$ cat src/rtl/video_timing_gen_if.sv
// Video timing bundle between the raster generator and its consumers.
// The master side is the timing generator; the slave side is the mixer/scaler.
interface video_timing_gen_if #(
    parameter int CNT_W = 9,
    parameter int RGB_W = 12
);
    logic                    PCLK_EN;
    logic                    MODE;
    logic signed [3:0]       HOFFS;
    logic signed [3:0]       VOFFS;
    logic [RGB_W-1:0]        iRGB;
    logic [CNT_W-1:0]        HPOS;
    logic [CNT_W-1:0]        VPOS;
    logic [RGB_W-1:0]        oRGB;
    logic                    HBLK;
    logic                    VBLK;
    logic                    HSYN;
    logic                    VSYN;
    logic                    DE;
    logic                    LINE_START;
    logic                    FRAME_START;
    logic [7:0]              FRAME_CNT;

    modport master (
        input  PCLK_EN, MODE, HOFFS, VOFFS, iRGB,
        output HPOS, VPOS, oRGB, HBLK, VBLK, HSYN, VSYN, DE,
               LINE_START, FRAME_START, FRAME_CNT
    );

    modport slave (
        output PCLK_EN, MODE, HOFFS, VOFFS, iRGB,
        input  HPOS, VPOS, oRGB, HBLK, VBLK, HSYN, VSYN, DE,
               LINE_START, FRAME_START, FRAME_CNT
    );
endinterface

$ cat src/rtl/video_timing_gen.sv
// Parametrised raster timing generator: pixel/line counters, blanking, sync,
// blanked RGB, line/frame strobes and a frame counter. Mode and sync offsets
// are shadowed at the frame boundary so mid-frame changes never tear a frame.
module video_timing_gen #(
    parameter int               CNT_W     = 9,
    parameter int               RGB_W     = 12,
    parameter int               H_TOTAL   = 320,
    parameter int               V_TOTAL   = 260,
    parameter int               V_ACT     = 224,
    parameter int               HB0_S     = 29,
    parameter int               HB0_E     = 285,
    parameter int               HB1_S     = 37,
    parameter int               HB1_E     = 277,
    parameter int               HS_BASE   = 296,
    parameter int               HS_LEN    = 16,
    parameter int               VS_BASE   = 234,
    parameter int               VS_LEN    = 4,
    parameter int               HPOS_BIAS = 16,
    parameter logic [RGB_W-1:0] BORDER    = '0
) (
    input  logic               CLK,
    input  logic               RST_N,
    video_timing_gen_if.master vif
);

    localparam logic [CNT_W-1:0] ONE       = CNT_W'(1);
    localparam logic [CNT_W-1:0] H_LAST    = CNT_W'(H_TOTAL - 1);
    localparam logic [CNT_W-1:0] V_LAST    = CNT_W'(V_TOTAL - 1);
    localparam logic [CNT_W-1:0] V_ACT_C   = CNT_W'(V_ACT);
    localparam logic [CNT_W-1:0] HB0_S_C   = CNT_W'(HB0_S);
    localparam logic [CNT_W-1:0] HB0_E_C   = CNT_W'(HB0_E);
    localparam logic [CNT_W-1:0] HB1_S_C   = CNT_W'(HB1_S);
    localparam logic [CNT_W-1:0] HB1_E_C   = CNT_W'(HB1_E);
    localparam logic [CNT_W-1:0] HS_BASE_C = CNT_W'(HS_BASE);
    localparam logic [CNT_W-1:0] HS_LEN_C  = CNT_W'(HS_LEN);
    localparam logic [CNT_W-1:0] VS_BASE_C = CNT_W'(VS_BASE);
    localparam logic [CNT_W-1:0] VS_LEN_C  = CNT_W'(VS_LEN);
    localparam logic [CNT_W-1:0] BIAS_C    = CNT_W'(HPOS_BIAS);

    // Sign-extend a 4-bit offset to counter width so the add wraps modulo 2^CNT_W.
    function automatic logic [CNT_W-1:0] sext_offs(input logic signed [3:0] offs);
        return {{(CNT_W-4){offs[3]}}, offs};
    endfunction

    // Half-open window test: b <= x < e.
    function automatic logic in_window(input logic [CNT_W-1:0] x,
                                       input logic [CNT_W-1:0] b,
                                       input logic [CNT_W-1:0] e);
        return (x >= b) && (x < e);
    endfunction

    logic [CNT_W-1:0]  hcnt, vcnt;
    logic              mode_sh;
    logic signed [3:0] hoffs_sh, voffs_sh;
    logic [7:0]        frame_cnt;
    logic              h_wrap, f_wrap;
    logic [CNT_W-1:0]  hs_b, hs_e, vs_b, vs_e;
    logic              hb, vb, hs_act, vs_act;
    logic [RGB_W-1:0]  rgb_nxt;

    logic              hblk_p1, vblk_p1, de_p1, hsyn_p1, vsyn_p1;
    logic              line_start_p1, frame_start_p1;
    logic [RGB_W-1:0]  rgb_p1;

    // Decode blanking, sync windows and next pixel from the current counters.
    always_comb begin
        h_wrap  = (hcnt == H_LAST);
        f_wrap  = h_wrap && (vcnt == V_LAST);
        hs_b    = HS_BASE_C + sext_offs(hoffs_sh);
        hs_e    = hs_b + HS_LEN_C;
        vs_b    = VS_BASE_C + sext_offs(voffs_sh);
        vs_e    = vs_b + VS_LEN_C;
        hb      = mode_sh ? !in_window(hcnt, HB1_S_C, HB1_E_C)
                          : !in_window(hcnt, HB0_S_C, HB0_E_C);
        vb      = (vcnt >= V_ACT_C);
        hs_act  = in_window(hcnt, hs_b, hs_e);
        vs_act  = in_window(vcnt, vs_b, vs_e);
        rgb_nxt = (hb || vb) ? BORDER : vif.iRGB;
    end

    // Raster counters: pixel within line, line within frame.
    always_ff @(posedge CLK or negedge RST_N) begin
        if (!RST_N) begin
            hcnt <= '0;
            vcnt <= '0;
        end else if (vif.PCLK_EN) begin
            if (h_wrap) begin
                hcnt <= '0;
                vcnt <= (vcnt == V_LAST) ? '0 : vcnt + ONE;
            end else begin
                hcnt <= hcnt + ONE;
            end
        end
    end

    // Capture mode/offsets and count frames only at the last pixel of a frame.
    always_ff @(posedge CLK or negedge RST_N) begin
        if (!RST_N) begin
            mode_sh   <= 1'b0;
            hoffs_sh  <= '0;
            voffs_sh  <= '0;
            frame_cnt <= '0;
        end else if (vif.PCLK_EN && f_wrap) begin
            mode_sh   <= vif.MODE;
            hoffs_sh  <= vif.HOFFS;
            voffs_sh  <= vif.VOFFS;
            frame_cnt <= frame_cnt + 8'd1;
        end
    end

    // ---- stage p1: timing outputs registered one pixel behind the counters ----
    // Register blank, sync, strobes and pixel together so they stay aligned.
    always_ff @(posedge CLK or negedge RST_N) begin
        if (!RST_N) begin
            hblk_p1        <= 1'b1;
            vblk_p1        <= 1'b1;
            de_p1          <= 1'b0;
            hsyn_p1        <= 1'b1;
            vsyn_p1        <= 1'b1;
            line_start_p1  <= 1'b0;
            frame_start_p1 <= 1'b0;
            rgb_p1         <= BORDER;
        end else if (vif.PCLK_EN) begin
            hblk_p1        <= hb;
            vblk_p1        <= vb;
            de_p1          <= !(hb || vb);
            hsyn_p1        <= !hs_act;
            vsyn_p1        <= !vs_act;
            line_start_p1  <= (hcnt == '0);
            frame_start_p1 <= (hcnt == '0) && (vcnt == '0);
            rgb_p1         <= rgb_nxt;
        end
    end

    assign vif.HPOS        = hcnt - BIAS_C;
    assign vif.VPOS        = vcnt;
    assign vif.HBLK        = hblk_p1;
    assign vif.VBLK        = vblk_p1;
    assign vif.DE          = de_p1;
    assign vif.HSYN        = hsyn_p1;
    assign vif.VSYN        = vsyn_p1;
    assign vif.LINE_START  = line_start_p1;
    assign vif.FRAME_START = frame_start_p1;
    assign vif.oRGB        = rgb_p1;
    assign vif.FRAME_CNT   = frame_cnt;

endmodule

$ cat src/flat_wrapper.sv
// flat-port wrapper written by rule: the top's interface ports become plain ports
module video_timing_gen_flat 
#(
    parameter int               CNT_W     = 9,
    parameter int               RGB_W     = 12,
    parameter int               H_TOTAL   = 320,
    parameter int               V_TOTAL   = 260,
    parameter int               V_ACT     = 224,
    parameter int               HB0_S     = 29,
    parameter int               HB0_E     = 285,
    parameter int               HB1_S     = 37,
    parameter int               HB1_E     = 277,
    parameter int               HS_BASE   = 296,
    parameter int               HS_LEN    = 16,
    parameter int               VS_BASE   = 234,
    parameter int               VS_LEN    = 4,
    parameter int               HPOS_BIAS = 16,
    parameter logic [RGB_W-1:0] BORDER    = '0
)
  (CLK, RST_N, vif_PCLK_EN, vif_MODE, vif_HOFFS, vif_VOFFS, vif_iRGB, vif_HPOS, vif_VPOS, vif_oRGB, vif_HBLK, vif_VBLK, vif_HSYN, vif_VSYN, vif_DE, vif_LINE_START, vif_FRAME_START, vif_FRAME_CNT);
  video_timing_gen_if #(.CNT_W(CNT_W), .RGB_W(RGB_W)) vif_i ();
  input  logic CLK;
  input  logic RST_N;
  input wire logic [$bits(vif_i.PCLK_EN)-1:0] vif_PCLK_EN;
  input wire logic [$bits(vif_i.MODE)-1:0] vif_MODE;
  input wire logic [$bits(vif_i.HOFFS)-1:0] vif_HOFFS;
  input wire logic [$bits(vif_i.VOFFS)-1:0] vif_VOFFS;
  input wire logic [$bits(vif_i.iRGB)-1:0] vif_iRGB;
  output wire logic [$bits(vif_i.HPOS)-1:0] vif_HPOS;
  output wire logic [$bits(vif_i.VPOS)-1:0] vif_VPOS;
  output wire logic [$bits(vif_i.oRGB)-1:0] vif_oRGB;
  output wire logic [$bits(vif_i.HBLK)-1:0] vif_HBLK;
  output wire logic [$bits(vif_i.VBLK)-1:0] vif_VBLK;
  output wire logic [$bits(vif_i.HSYN)-1:0] vif_HSYN;
  output wire logic [$bits(vif_i.VSYN)-1:0] vif_VSYN;
  output wire logic [$bits(vif_i.DE)-1:0] vif_DE;
  output wire logic [$bits(vif_i.LINE_START)-1:0] vif_LINE_START;
  output wire logic [$bits(vif_i.FRAME_START)-1:0] vif_FRAME_START;
  output wire logic [$bits(vif_i.FRAME_CNT)-1:0] vif_FRAME_CNT;
  assign vif_i.PCLK_EN = vif_PCLK_EN;
  assign vif_i.MODE = vif_MODE;
  assign vif_i.HOFFS = vif_HOFFS;
  assign vif_i.VOFFS = vif_VOFFS;
  assign vif_i.iRGB = vif_iRGB;
  assign vif_HPOS = vif_i.HPOS;
  assign vif_VPOS = vif_i.VPOS;
  assign vif_oRGB = vif_i.oRGB;
  assign vif_HBLK = vif_i.HBLK;
  assign vif_VBLK = vif_i.VBLK;
  assign vif_HSYN = vif_i.HSYN;
  assign vif_VSYN = vif_i.VSYN;
  assign vif_DE = vif_i.DE;
  assign vif_LINE_START = vif_i.LINE_START;
  assign vif_FRAME_START = vif_i.FRAME_START;
  assign vif_FRAME_CNT = vif_i.FRAME_CNT;
  video_timing_gen #(.CNT_W(CNT_W), .RGB_W(RGB_W), .H_TOTAL(H_TOTAL), .V_TOTAL(V_TOTAL), .V_ACT(V_ACT), .HB0_S(HB0_S), .HB0_E(HB0_E), .HB1_S(HB1_S), .HB1_E(HB1_E), .HS_BASE(HS_BASE), .HS_LEN(HS_LEN), .VS_BASE(VS_BASE), .VS_LEN(VS_LEN), .HPOS_BIAS(HPOS_BIAS), .BORDER(BORDER)) u_core (.CLK(CLK), .RST_N(RST_N), .vif(vif_i));
endmodule
$ cat config.mk
export PLATFORM = sky130hd
export DESIGN_NAME = video_timing_gen_flat
export DESIGN_NICKNAME = d
export VERILOG_FILES = /design/src/rtl/video_timing_gen_if.sv /design/src/rtl/video_timing_gen.sv /design/src/flat_wrapper.sv
export SDC_FILE = /design/constraint.sdc
export NUM_CORES = 1
export LEC_CHECK = 0
export ABC_AREA = 0
export BUFFER_PORTS_ARGS = -buffer_cell sky130_fd_sc_hd__buf_2
export CAP_MARGIN = 30
export CELL_PAD_IN_SITES_DETAIL_PLACEMENT = 0
export CELL_PAD_IN_SITES_GLOBAL_PLACEMENT = 1
export CORE_MARGIN = 4
export CORE_UTILIZATION = 35
export DETAILED_ROUTE_END_ITERATION = 7
export GPL_ROUTABILITY_DRIVEN = 0
export PLACE_DENSITY = 0.75
export SYNTH_ARGS = -nofsm -noshare
export SYNTH_HDL_FRONTEND = slang
export SYNTH_SLANG_ARGS = --single-unit
$ cat constraint.sdc
create_clock -name CLK -period 2.3 [get_ports CLK]
set_input_delay 0.23 -clock CLK [delete_from_list [all_inputs] [get_ports CLK]]
set_output_delay 0.23 -clock CLK [all_outputs]
set_load 0.005 [all_outputs]
==> metrics.md <==
| Metric | Value |
|---|---|
| Final hold vios | 0 |
| Clk root buf | clkbuf_8 |
| Pwr Density | 798 nW/um^2 |
| Crit path kind | register to register |
| # DRC | 0 |
| Setup violations, final | 0 |
| Worst Slack Setup Final | 0.137 ns |
| CP max FO | 4 |
| Max Clock Skew | 0.00440 ns |
| Fin Hold WS | 0.0391 ns |
| Site Rows | 33 |
| Post-synth EDFFs | 0 |
| Arr. time, crit path | 2.40 ns |
| Dominant cell by count in the synthesized netlist | dfrtp_1 |
| Vias in the first global route | 2316 |
| Ys flop type | dfrtp_1 |
| FILL cells | 814 |
| GRT Overall Usage | 0.140 |
| Chip Width | 100 microns |
| Fin crit period | 2.16 ns |
| Number of buffers created by CTS | 5 |
| Sum of negative setup slack | 0 ns |
| Fin. max-slew vios | 0 |
| DR iter-0 viols | 65 |
| WP data required | 2.53 ns |
| CTS tree | built |
| Post-placement cell area | 3460 sq um |
| Vias after detailed routing | 2359 |
| Die H | 100 microns |
| Ports | 69 |
| Pre-CTS WS | 0.111 ns |
| Most area-consuming cells after synthesis | dfrtp_1, ha_1, xnor2_1, dfstp_2, a22o_1 |
| Peak supply drop | 0.350 mV |
| Multi-input gate area | 1480 sq um |
| H-tree Lvls | 2 |
| Slew at the pin with the worst max-slew slack | 0.709 ns |
| Synthesis-to-layout area growth | 20.2% |
| Synth area leader | dfrtp_1 |
| Unique masters post-synth | 48 |
| Largest net degree at the start of global routing | 55 |
| Layout cell share with drive strength beyond 1 | 0.306 |
| Antenna-violating nets left | 0 |
| Seq cells post-synth | 54 |
| Fin area | 3580 sq um |
| Cts hold-fix bufs | 0 |
| Syn Nets | 336 |
| Max Cap Violations | 0 |
| Core area | 8260 sq um |
| Via/cell ratio | 5.07 |
| Register area | 1360 sq um |
| Post-synthesis cell count | 284 |
| First-pass GRT wire length | 11400 microns |
| Relative slew margins | 0.527 |
| Ys async rst share | 1.00 |
| Reg clk slew, reported paths | 0.10 ns |
| Fmax | 462 MHz |
| Final period utilization | 0.940 |
| RSZ-0062 raised after global routing | no |
| Die area | 10000 sq um |
| # diodes | 0 |
| Synth cell count leaders | dfrtp_1, ha_1, nand2_1 |
| CP startpoint kind | register |
| Port Buf Inserts | 68 |
| Nets@finish | 411 |
| Synth warn | 0 |
| Worst Hold Class | input port to async pin |
| Initial core utilization | 0.360 |
| Initial antenna violation count | 0 |
| Synth Cell Area | 2980 sq um |
| Post-DP HPWL | 5230 microns |
| WL final | 6940 microns |
| Mapped Avg Cell Area | 10.5 sq um |
| Synth top area share | 0.421 |
| Max Root-Sink Buffers | 2 |
| Seq/Total Area, Yosys | 0.456 |
| Grt total ovfl | 0 |
| Skew-Pair Late Insertion Delay | 0.30 ns |
| Avg WL per Cell | 14.9 microns |
| Clock sinks | 54 |
| Leak | 1.85 nW |
| CP endpoint kind | register |
| Outcome | complete, no violations |
| Drt first pass iters | 4 |
state kept, by name, summed over array words and instances, names as in the netlist, 4 cells and up:
| name | cells |
|---|---|
| u_core.hcnt | 9 |
| u_core.hoffs_sh | 4 |
| u_core.vif.FRAME_CNT | 8 |
| u_core.vif.VPOS | 9 |
| u_core.vif.oRGB | 12 |
| u_core.voffs_sh | 4 |
power breakdown:
group	internal, mW	leakage, nW	switching [mW]
clock	0.250	0.0489	0.314
sequential	1.13	0.694	0.162
combinational	0.499	1.11	0.505
total	1.87	1.85	0.981
final timing paths:
path / slack [ns] / end / depth (start not counted) / from
hold reg to reg: 0.47 / u_core.vif.FRAME_CNT[7]$_DFFE_PN0P_ / 1 / u_core.vif.FRAME_CNT[7]$_DFFE_PN0P_
max in group asynchronous: 1.74 / u_core.hcnt[1]$_DFFE_PN0P_ / 2 / RST_N
hold / removal: 0.04 / u_core.voffs_sh[1]$_DFFE_PN0P_ / 2 / RST_N
setup / recovery: 0.14 / u_core.vif.VSYN$_DFFE_PN1P_ / 10 / u_core.voffs_sh[1]$_DFFE_PN0P_
setup reg to reg: 0.14 / u_core.vif.VSYN$_DFFE_PN1P_ / 10 / u_core.voffs_sh[1]$_DFFE_PN0P_
min in group CLK: 0.13 / u_core.hoffs_sh[2]$_DFFE_PN0P_ / 3 / vif_HOFFS[2]
layout make-up:
cell class                      count  area share
Clock inverter                      1     0.00245
Multi-Input combinational cell    198       0.414
Sequential cell                    54       0.380
Clock buffer                        7      0.0241
Tap cell                          105      0.0367
Timing Repair Buffer               82       0.125
Inverter                           18      0.0189
layout by cell type, fill, tap and decap left out, types with 3 or more instances in the layout:
cell	instances
a21o_1	5
a21oi_1	5
a22o_1	12
a31oi_1	5
and3_1	4
buf_2	68
buf_4	14
clkbuf_8	6
dfrtp_1	49
dfstp_2	4
ha_1	27
inv_1	17
mux2_2	8
nand2_1	19
nand2b_1	4
nand3_1	3
nand4_1	12
nor2_1	15
nor2b_1	4
nor3_1	9
o21ai_0	17
xnor2_1	13
xor2_1	6
metrics by stage:
step / cells / power [mW] / util
global placement: 456 / 2.31 / 0.419
floorplan: 284 / 1.91 / -
CTS: 464 / 2.91 / 0.430
detailed placement: 456 / 2.33 / 0.419
global route: 465 / 3.08 / 0.433
finish: 465 / 2.86 / 0.433
per-layer routing:
| metal | up-vias | GRT usage | share of wire |
|---|---|---|---|
| li1 | 1158 | - | - |
| met1 | 1140 | 0.194 | 0.47 |
| met2 | 57 | 0.229 | 0.48 |
| met3 | 4 | 0.0243 | 0.047 |
| met4 | 0 | 0.0301 | 0.0049 |
| met5 | - | 0 | 0 |
critical path: stages (launching register included):
cell       delay [ns]
dfrtp_1          0.42
ha_2             0.22
xnor2_2          0.14
ha_1             0.18
ha_1             0.26
inv_1            0.04
ha_1             0.30
o2111ai_1        0.12
a31oi_1          0.16
o21ai_0          0.11
a31oi_1          0.14
cells by family (layout without fill, tap and decap cells):
family | after synthesis | in the layout | synth area share
and+or+nand+nor | 82 | 82 | 0.148
adders and majority gates | 28 | 28 | 0.118
xor gates and xnor gates | 20 | 20 | 0.0589
muxes | 9 | 9 | 0.0336
buffers and inverters | 32 | 108 | 0.0517
DFF | 54 | 54 | 0.456
AOI/OAI and AO/OA | 59 | 59 | 0.135
repair_timing:
item                                    in CTS  in global routing
endpoints found under the setup margin       0                  6
resized for setup                            0                  4
setup buffers                                0                  1
Power figures use the tool's default switching activity.
